File: src/rtl/mem_arb_pkg.sv
// Shared types and defaults for the unified memory-port arbiter and its helpers.
package mem_arb_pkg;

    localparam int MAX_WAIT_DEFAULT = 15;

    typedef enum logic [2:0] {
        IDLE    = 3'd0,
        BUSY_IF = 3'd1,
        BUSY_DM = 3'd2,
        RESP    = 3'd3,
        ERR     = 3'd4
    } state_t;

    typedef enum logic {
        GNT_IF = 1'b0,
        GNT_DM = 1'b1
    } grant_t;

endpackage

File: src/rtl/mem_wait_timer.sv
// Saturating wait counter for bus masters: clear wins over enable, and expired_o
// flags the enabled cycle whose increment brings the count up to LIMIT.
module mem_wait_timer #(
    parameter int LIMIT = 15
) (
    input  logic clk,
    input  logic reset_n,
    input  logic clr_i,
    input  logic en_i,
    output logic expired_o
);

    localparam int CW = $clog2(LIMIT + 1);

    logic [CW-1:0] count_q;
    logic [CW-1:0] count_d;

    always_comb begin
        count_d = count_q;
        if (clr_i) begin
            count_d = '0;
        end else if (en_i && (count_q != CW'(LIMIT))) begin
            count_d = count_q + 1'b1;
        end
    end

    always_ff @(posedge clk) begin
        if (!reset_n) begin
            count_q <= '0;
        end else begin
            count_q <= count_d;
        end
    end

    assign expired_o = en_i && !clr_i && (count_q == CW'(LIMIT - 1));

endmodule

File: src/rtl/mem_port_arbiter.sv
// Arbitrates the single memory port between fetch and the memory stage, with a
// timeout trap. Define MEM_ARB_ROUND_ROBIN_EN for alternating grants on a tie.
//
// Handshake: a requester raises x_req with stable address/data and holds it until
// it sees a one-cycle x_done; the memory sees mem_req with stable mem_* fields and
// finishes the access in the cycle it drives mem_ready=1.
module mem_port_arbiter
    import mem_arb_pkg::*;
#(
    parameter int AW       = 32,
    parameter int DW       = 32,
    parameter int MAX_WAIT = MAX_WAIT_DEFAULT
) (
    input  logic          clk,
    input  logic          reset_n,
    input  logic          if_req,
    input  logic [AW-1:0] if_addr,
    output logic [DW-1:0] if_rdata,
    output logic          if_done,
    input  logic          dm_req,
    input  logic          dm_we,
    input  logic [AW-1:0] dm_addr,
    input  logic [DW-1:0] dm_wdata,
    output logic [DW-1:0] dm_rdata,
    output logic          dm_done,
    output logic          mem_req,
    output logic          mem_we,
    output logic [AW-1:0] mem_addr,
    output logic [DW-1:0] mem_wdata,
    input  logic [DW-1:0] mem_rdata,
    input  logic          mem_ready,
    output logic          stall_f,
    output logic          stall_m,
    output logic          timeout_err,
    output state_t        dbg_state_o
);

    state_t        state_q;
    logic          mem_req_q;
    logic          mem_we_q;
    logic [AW-1:0] mem_addr_q;
    logic [DW-1:0] mem_wdata_q;
    logic [DW-1:0] if_rdata_q;
    logic [DW-1:0] dm_rdata_q;
    logic          if_done_q;
    logic          dm_done_q;
    logic          timeout_err_q;

    logic busy;
    logic gnt_dm;
    logic tmr_clr;
    logic tmr_en;
    logic tmr_expired;

    assign busy = (state_q == BUSY_IF) || (state_q == BUSY_DM);

`ifdef MEM_ARB_ROUND_ROBIN_EN
    grant_t last_gnt_q;

    // On a tie, hand the port to whoever did not get it last time.
    assign gnt_dm = dm_req && (!if_req || (last_gnt_q == GNT_IF));

    always_ff @(posedge clk) begin
        if (!reset_n) begin
            last_gnt_q <= GNT_IF;
        end else if ((state_q == IDLE) && (dm_req || if_req)) begin
            last_gnt_q <= gnt_dm ? GNT_DM : GNT_IF;
        end
    end
`else
    assign gnt_dm = dm_req;
`endif

    assign tmr_clr = (state_q == IDLE) || (busy && mem_ready);
    assign tmr_en  = busy && !mem_ready;

    mem_wait_timer #(
        .LIMIT(MAX_WAIT)
    ) u_wait_timer (
        .clk      (clk),
        .reset_n  (reset_n),
        .clr_i    (tmr_clr),
        .en_i     (tmr_en),
        .expired_o(tmr_expired)
    );

    always_ff @(posedge clk) begin
        if (!reset_n) begin
            state_q       <= IDLE;
            mem_req_q     <= 1'b0;
            mem_we_q      <= 1'b0;
            mem_addr_q    <= '0;
            mem_wdata_q   <= '0;
            if_rdata_q    <= '0;
            dm_rdata_q    <= '0;
            if_done_q     <= 1'b0;
            dm_done_q     <= 1'b0;
            timeout_err_q <= 1'b0;
        end else begin
            case (state_q)
                IDLE: begin
                    if (gnt_dm) begin
                        mem_req_q   <= 1'b1;
                        mem_we_q    <= dm_we;
                        mem_addr_q  <= dm_addr;
                        mem_wdata_q <= dm_wdata;
                        state_q     <= BUSY_DM;
                    end else if (if_req) begin
                        mem_req_q   <= 1'b1;
                        mem_we_q    <= 1'b0;
                        mem_addr_q  <= if_addr;
                        mem_wdata_q <= '0;
                        state_q     <= BUSY_IF;
                    end
                end
                BUSY_IF, BUSY_DM: begin
                    if (mem_ready) begin
                        mem_req_q <= 1'b0;
                        state_q   <= RESP;
                        if (state_q == BUSY_IF) begin
                            if_rdata_q <= mem_rdata;
                            if_done_q  <= 1'b1;
                        end else begin
                            dm_rdata_q <= mem_we_q ? '0 : mem_rdata;
                            dm_done_q  <= 1'b1;
                        end
                    end else if (tmr_expired) begin
                        mem_req_q     <= 1'b0;
                        timeout_err_q <= 1'b1;
                        state_q       <= ERR;
                    end
                end
                // Requests are deliberately ignored here so a req still high
                // during its own done cycle does not start a second access.
                RESP: begin
                    if_done_q <= 1'b0;
                    dm_done_q <= 1'b0;
                    state_q   <= IDLE;
                end
                ERR: begin
                    state_q <= ERR;
                end
                default: begin
                    state_q <= IDLE;
                end
            endcase
        end
    end

    assign mem_req     = mem_req_q;
    assign mem_we      = mem_we_q;
    assign mem_addr    = mem_addr_q;
    assign mem_wdata   = mem_wdata_q;
    assign if_rdata    = if_rdata_q;
    assign dm_rdata    = dm_rdata_q;
    assign if_done     = if_done_q;
    assign dm_done     = dm_done_q;
    assign timeout_err = timeout_err_q;
    assign dbg_state_o = state_q;

    assign stall_f = if_req && !if_done_q;
    assign stall_m = dm_req && !dm_done_q;

endmodule

File: config.mk
export PLATFORM = sky130hd
export DESIGN_NAME = mem_port_arbiter
export DESIGN_NICKNAME = d
export VERILOG_FILES = /design/src/rtl/mem_arb_pkg.sv /design/src/rtl/mem_wait_timer.sv /design/src/rtl/mem_port_arbiter.sv
export SDC_FILE = /design/constraint.sdc
export NUM_CORES = 1
export LEC_CHECK = 0
export ABC_CLOCK_PERIOD_IN_PS = 3400
export CAP_MARGIN = 10
export CORE_MARGIN = 3
export CORE_UTILIZATION = 44
export DETAILED_ROUTE_END_ITERATION = 7
export PLACE_DENSITY_LB_ADDON = 0.1
export SLEW_MARGIN = 20
export SYNTH_ARGS = -nofsm -noshare
export SYNTH_HDL_FRONTEND = slang
export SYNTH_SLANG_ARGS = --single-unit
File: constraint.sdc
create_clock -name clk -period 3.4 [get_ports clk]
set_input_delay 0.51 -clock clk [delete_from_list [all_inputs] [get_ports clk]]
set_output_delay 0.51 -clock clk [all_outputs]
set_load 0.005 [all_outputs]
==> results.ini, run 1 <==
[placed_design]
post_dp_cell_area_sq_um = 8538
pre_cts_slack_ns = 1.040
port_buffers = 271
dp_hpwl_mm = 12.19
place_congestion = 0.7659

[global_routing]
grt_pass1_vias = 5407
grt.overflow.total = 0
antenna_found_initial = 0
grt_max_degree = 75
grt_usage = 0.2372
grt_pass1_wl_mm = 27.39

[setup_path]
cp_slowest_cell = dfxtp_1
worst-path-buf-inv = 1
required_ns = 2.89
worstPathCellList = clkdlybuf4s50_1
cp.arrival_ns = 1.75
crit_path_start_kind = flip-flop
critPathMaxFanout = 13
critPathCaptureType = primary output
critPathMaxStageDelay_ns = 0.69
crit_type = flip-flop to primary output
crit_family = flip-flops

[clock_tree]
cts_buffers = 17
ctsHoldBuffers = 0
root_buffer = clkbuf_16
clk_path_buf_depth = 2
clock_sinks = 140
post_cts_resized = 0
htreeDepth = 4
cts_tree = yes
postCtsSetupBuffers = 0
insertion_delay_ns = 0.41
clk_pin_slew_ns = 0.05

[yosys]
synth_commonest_cells = dfxtp_1, nand2_1, a21boi_1, nor2b_1
synth_edf_count = 0
yosysMostFrequentCell = dfxtp_1
syn-instance-count = 612
synthFlopType = dfxtp_1
synth_cell_types = 37
ys_async_sr_fraction = 0
synth_nets = 748
ys_seq_elements = 140
synth_area_leaders = dfxtp_1, nand2_1, a21boi_1
synth-seq-area-share = 0.4841
ys_warn_count = 0
yosys.area.top_type = dfxtp_1
synthesis.area_sq_um = 5789
synth.avg_cell_area_sq_um = 9.460
synth_top_area_share = 0.4841

[pwr]
peakVddDrop_v = 0.0002596
leakagePower_nw = 3.635
cellPowerDensity_nw_per_um2 = 524.8
power_mw = 4.810

[sta]
slew-limit-headroom = 0.5872
finClkSkew_ns = 0.006282
slew_viol_final = 0
rsz0062_at_grt = no
worst_pin_slew_ns = 0.6192
finalCritPeriodShare = 0.6657
fin_crit_ns = 2.263
hold_violations = 0
fin_setup_tns_ns = 0
setup_viol = 0
setup_slack_ns = 1.137
fmax_ghz = 0.4418

[final_layout]
fillers = 976
final_area_sq_um = 9165
multiInputGateArea_sq_um = 2725
register_area_sq_um = 2803
antenna_cells = 0
drive_above_1_share = 0.05727
syn_to_final_growth_pct = 58.31
fin_nets = 997
post-route-util = 0.7204

[hold_path]
hp-class = flip-flop to flip-flop

[route]
vias = 5341
drtIter0Drc = 420
first_pass_iters = 5
ant_nets = 0
via_per_inst = 5.111
wl_per_cell_um = 16.49
drc = 0
drt-total-wl_mm = 17.23

[die]
die_h_um = 120.7
initial_core_util = 0.4551
core_sq_um = 12720
ios = 272
die_w_um = 120.7
rows = 41
dieArea_sq_um = 14570

[job]
drv_cap = 0

[outcome]
outcome = complete, no violations

-- layout by cell type (no fill, tap or decap), types with 5 or more instances in the layout --
cell type / synthesis / routed
mux2i_1: 32 / 32
dfxtp_1: 140 / 140
a21boi_0: 5 / 5
buf_4: 6 / 12
clkdlybuf4s50_1: 0 / 269
clkbuf_16: 0 / 17
nand2_1: 137 / 137
o211a_1: 32 / 32
a21boi_1: 59 / 59
nand3b_1: 33 / 33
nor2_1: 11 / 11
a22oi_1: 33 / 33
nor2b_1: 36 / 35
nand3_1: 5 / 5
-- final cells by class --
cell class	instances	area share
tap	172	0.02348
clock buffer	24	0.05365
timing repair buffer	282	0.3042
multi-input combinational	418	0.2973
clock inverter	7	0.01474
inverter	2	0.0008191
sequential	140	0.3058
-- per-stage QoR --
step,instances,hold slack (ns)
after global placement,1014,0.4377
after detailed placement,1014,0.4420
final,1045,0.4464
after CTS,1045,0.4498
after floorplan,612,0.4472
after global routing,1045,0.4693
-- worst paths after layout --
| path | start | endpoint | slack (ns) | cells after the start |
|---|---|---|---|---|
| max | dbg_state_o[2]$_SDFFE_PN0P_ | dbg_state_o[2] | 1.14 | 1 |
| min | dm_rdata[30]$_SDFFE_PN0P_ | dm_rdata[30]$_SDFFE_PN0P_ | 0.45 | 2 |
| min reg2reg | dm_rdata[30]$_SDFFE_PN0P_ | dm_rdata[30]$_SDFFE_PN0P_ | 0.45 | 2 |
| max reg2reg | dbg_state_o[2]$_SDFFE_PN0P_ | mem_addr[27]$_SDFFE_PN0P_ | 1.43 | 5 |
-- power breakdown --
| part | internal [mW] | switching [mW] |
|---|---|---|
| combinational | 0.571 | 0.417 |
| sequential | 1.79 | 0.0896 |
| clock | 1.30 | 0.645 |
| total | 3.66 | 1.15 |
-- cells by family (layout without fill, tap and decap cells) --
logic type,count (synthesis),in the layout,share of synthesized area
buf+inv,54,315,0.04819
mux,32,32,0.05533
xor+xnor,2,2,0.004323
compound gates,144,144,0.1973
simple gates,238,238,0.2064
flops,140,140,0.4841
fa+ha+maj,2,2,0.004322
-- per-layer routing --
metal / vias up / track usage / wire, um
li1: 2612 / - / -
met1: 2473 / 0.2672 / 6614
met2: 222 / 0.4027 / 8472
met3: 34 / 0.08653 / 1609
met4: 0 / 0.1034 / 535
met5: - / 0 / 0
-- sequential cells by signal, summed over array words and instances, names as in the netlist --
signal and cells:
mem_req 1, mem_we 1, mem_wdata 32, u_wait_timer.count_q 4, dbg_state_o 3, timeout_err 1, dm_done 1, if_done 1
mem_addr 32, dm_rdata 32, if_rdata 32
-- worst reg2reg max path, cell delays in order, from the launching register on --
cell and delay, ns:
dfxtp_1 0.49, nor3_2 0.39, nor2b_4 0.20, buf_4 0.49
nand2_1 0.15, o211a_1 0.16
No activity file was read; power rests on OpenSTA's default activity.
==> run 2, diff against run 1 <==
- ABC_CLOCK_PERIOD_IN_PS: 3400 -> 2100
- CORE_UTILIZATION: 44 -> 41
- clock period: 3.4 -> 2.1 ns (I/O delays scaled with it)
==> results.ini, run 2 (synthesized netlist as in run 1, its figures left out) <==
[die]
rows = 42  ; was 41
die_h_um = 124.8  ; was 120.7 um
ios = 272  ; unchanged
die_w_um = 124.8  ; was 120.7 um
core_sq_um = 13510  ; was 12720 sq um
initial_core_util = 0.4287  ; was 0.4551
dieArea_sq_um = 15580  ; was 14570 sq um

[pwr]
p_int_mw = 5.706  ; was 3.658 mW
p_sw_mw = 1.894  ; was 1.152 mW
power_mw = 7.601  ; was 4.810 mW
seqPwrFrac = 0.400  ; was 0.390
leakagePower_nw = 3.642  ; was 3.635 nW
p_sw_frac = 0.2492  ; was 0.2395
peakVddDrop_v = 0.0005282  ; was 0.0002596 V
p_clk_frac = 0.385  ; was 0.404
comb_power_share = 0.215  ; was 0.205
cellPowerDensity_nw_per_um2 = 826.5  ; was 524.8 nW/um^2

[sta]
finClkSkew_ns = 0.006946  ; was 0.006282 ns
slew_viol_final = 0  ; unchanged
slew-limit-headroom = 0.6282  ; was 0.5872
hold_violations = 0  ; unchanged
setup_viol = 0  ; unchanged
finalCritPeriodShare = 0.9655
fin_setup_tns_ns = 0  ; unchanged
fin_crit_ns = 2.027
worst_pin_slew_ns = 0.5576  ; was 0.6192 ns
rsz0062_at_grt = no  ; unchanged
fmax_ghz = 0.4932

[setup_path]
worstPathCellList = clkdlybuf4s50_1  ; unchanged
crit_family = buffers and inverters  ; was flip-flops
crit_path_start_kind = flip-flop  ; unchanged
crit_start = dbg_state_o[0]$_SDFFE_PN0P_  ; was dbg_state_o[2]$_SDFFE_PN0P_
required_ns = 1.78  ; was 2.89 ns
critPathCaptureType = primary output  ; unchanged
r2r_start = dbg_state_o[1]$_SDFFE_PN0P_  ; was dbg_state_o[2]$_SDFFE_PN0P_
critPathMaxFanout = 12  ; was 13
cp.arrival_ns = 1.71  ; was 1.75 ns
crit_type = flip-flop to primary output  ; unchanged
critPathMaxStageDelay_ns = 0.66  ; was 0.69 ns
cp_slowest_cell = clkdlybuf4s50_1  ; was dfxtp_1
worst-path-buf-inv = 1  ; unchanged

[clock_tree]
clk_path_buf_depth = 2  ; unchanged
insertion_delay_ns = 0.41  ; about the same
root_buffer = clkbuf_16  ; unchanged
ctsHoldBuffers = 0  ; unchanged
cts_buffers = 17  ; unchanged
cts_tree = yes  ; unchanged
postCtsSetupBuffers = 0  ; unchanged
clk_pin_slew_ns = 0.06  ; was 0.05 ns
htreeDepth = 4  ; unchanged
clock_sinks = 140  ; unchanged

[route]
drt-total-wl_mm = 17.23  ; about the same
first_pass_iters = 4  ; was 5
via_per_inst = 5.093  ; was 5.111
wl_per_cell_um = 16.38  ; was 16.49 um
drtIter0Drc = 298  ; was 420
ant_nets = 0  ; unchanged
drc = 0  ; unchanged
vias = 5358  ; was 5341

[placed_design]
place_congestion = 0.8063  ; was 0.7659
dp_hpwl_mm = 12.33  ; was 12.19 mm
placed_cells = 1021  ; was 1014
port_buffers = 271  ; unchanged

[final_layout]
antenna_cells = 0  ; unchanged
layout_commonest_cell = clkdlybuf4s50_1  ; unchanged
syn_to_final_growth_pct = 58.85  ; was 58.31%
fin_cells = 1052  ; was 1045
final_cell_mix = clkdlybuf4s50_1, dfxtp_1, nand2_1, a21boi_1, nor2b_1  ; unchanged
drive_above_1_share = 0.06164  ; was 0.05727
fin_nets = 1000  ; was 997
post-route-util = 0.6809  ; was 0.7204

[global_routing]
grt_max_degree = 67  ; was 75
grt.overflow.total = 0  ; unchanged
grt_usage = 0.2189  ; was 0.2372
antenna_found_initial = 1  ; was 0
grt_pass1_wl_mm = 27.83  ; was 27.39 mm
grt_pass1_vias = 5384  ; was 5407

[outcome]
outcome = complete, no violations  ; unchanged

[job]
drv_cap = 0  ; unchanged

[hold_path]
hold_start = dm_req  ; was dm_rdata[30]$_SDFFE_PN0P_
hp-class = input port to flip-flop  ; was flip-flop to flip-flop

==> run 2: changes by cell type in the layout (fill, tap and decap cells not counted) <==
cell	delta
buf_12	+4
buf_4	-1
bufinv_16	-2
clkinv_2	+1
clkinvlp_4	+1
dfxtp_1	-1
dfxtp_2	+1
==> run 2: metrics by stage <==
stage / setup WS (ns) / hold slack (ns) / cell area [sq um]
after floorplan: 0.6598 / 0.4472 / 5789
after global placement: 0.3004 / 0.4365 / 8616
after detailed placement: 0.2932 / 0.4417 / 8616
after CTS: 0.04398 / 0.3982 / 9195
after global routing: 0.0005944 / 0.4397 / 9196
final: 0.07254 / 0.4110 / 9196
==> run 2: power groups by stage <==
stage	combinational, mW	clock (mW)	sequential (mW)
floorplan	0.733	0	3.09
finish	1.63	2.92	3.04
CTS	1.65	2.98	3.04
global placement	1.62	0	3.08
detailed placement	1.64	0	3.09
global route	1.77	3.09	3.08
==> run 2: routing by layer <==
metal,wire length (um),global-route usage
met4,438,0.08929
met5,11,0
met1,6789,0.2487
met2,8400,0.3699
met3,1591,0.08319
==> run 2: timing repair <==
| item | in CTS | in global routing |
|---|---|---|
| setup endpoints to repair | 0 | 1 |
| hold endpoints to repair | 0 | 0 |
| resized for setup | 0 | 1 |
==> run 2: worst min-delay path, cell delays in order <==
cell,delay [ns]
buf_2,0.15
nor2_1,0.10
nand2_1,0.07
and3_1,0.15
==> run 2: final timing paths <==
| path | end | slack, ns | cells past startpoint |
|---|---|---|---|
| max | dbg_state_o[0] | 0.07 | 1 |
| min | dbg_state_o[2]$_SDFFE_PN0P_ | 0.41 | 4 |
| max reg2reg | dm_rdata[1]$_SDFFE_PN0P_ | 0.38 | 5 |
| min reg2reg | dm_rdata[12]$_SDFFE_PN0P_ | 0.45 | 2 |
==> run 2: area by class of cell <==
cell class	count	area, sq um
Clock inverter	7	87.58
Sequential cell	140	2804
Fill cell	1045	4309
Timing Repair Buffer	285	2860
Tap cell	176	220.2
Multi-Input combinational cell	418	2725
Inverter	2	7.507
Clock buffer	24	491.7
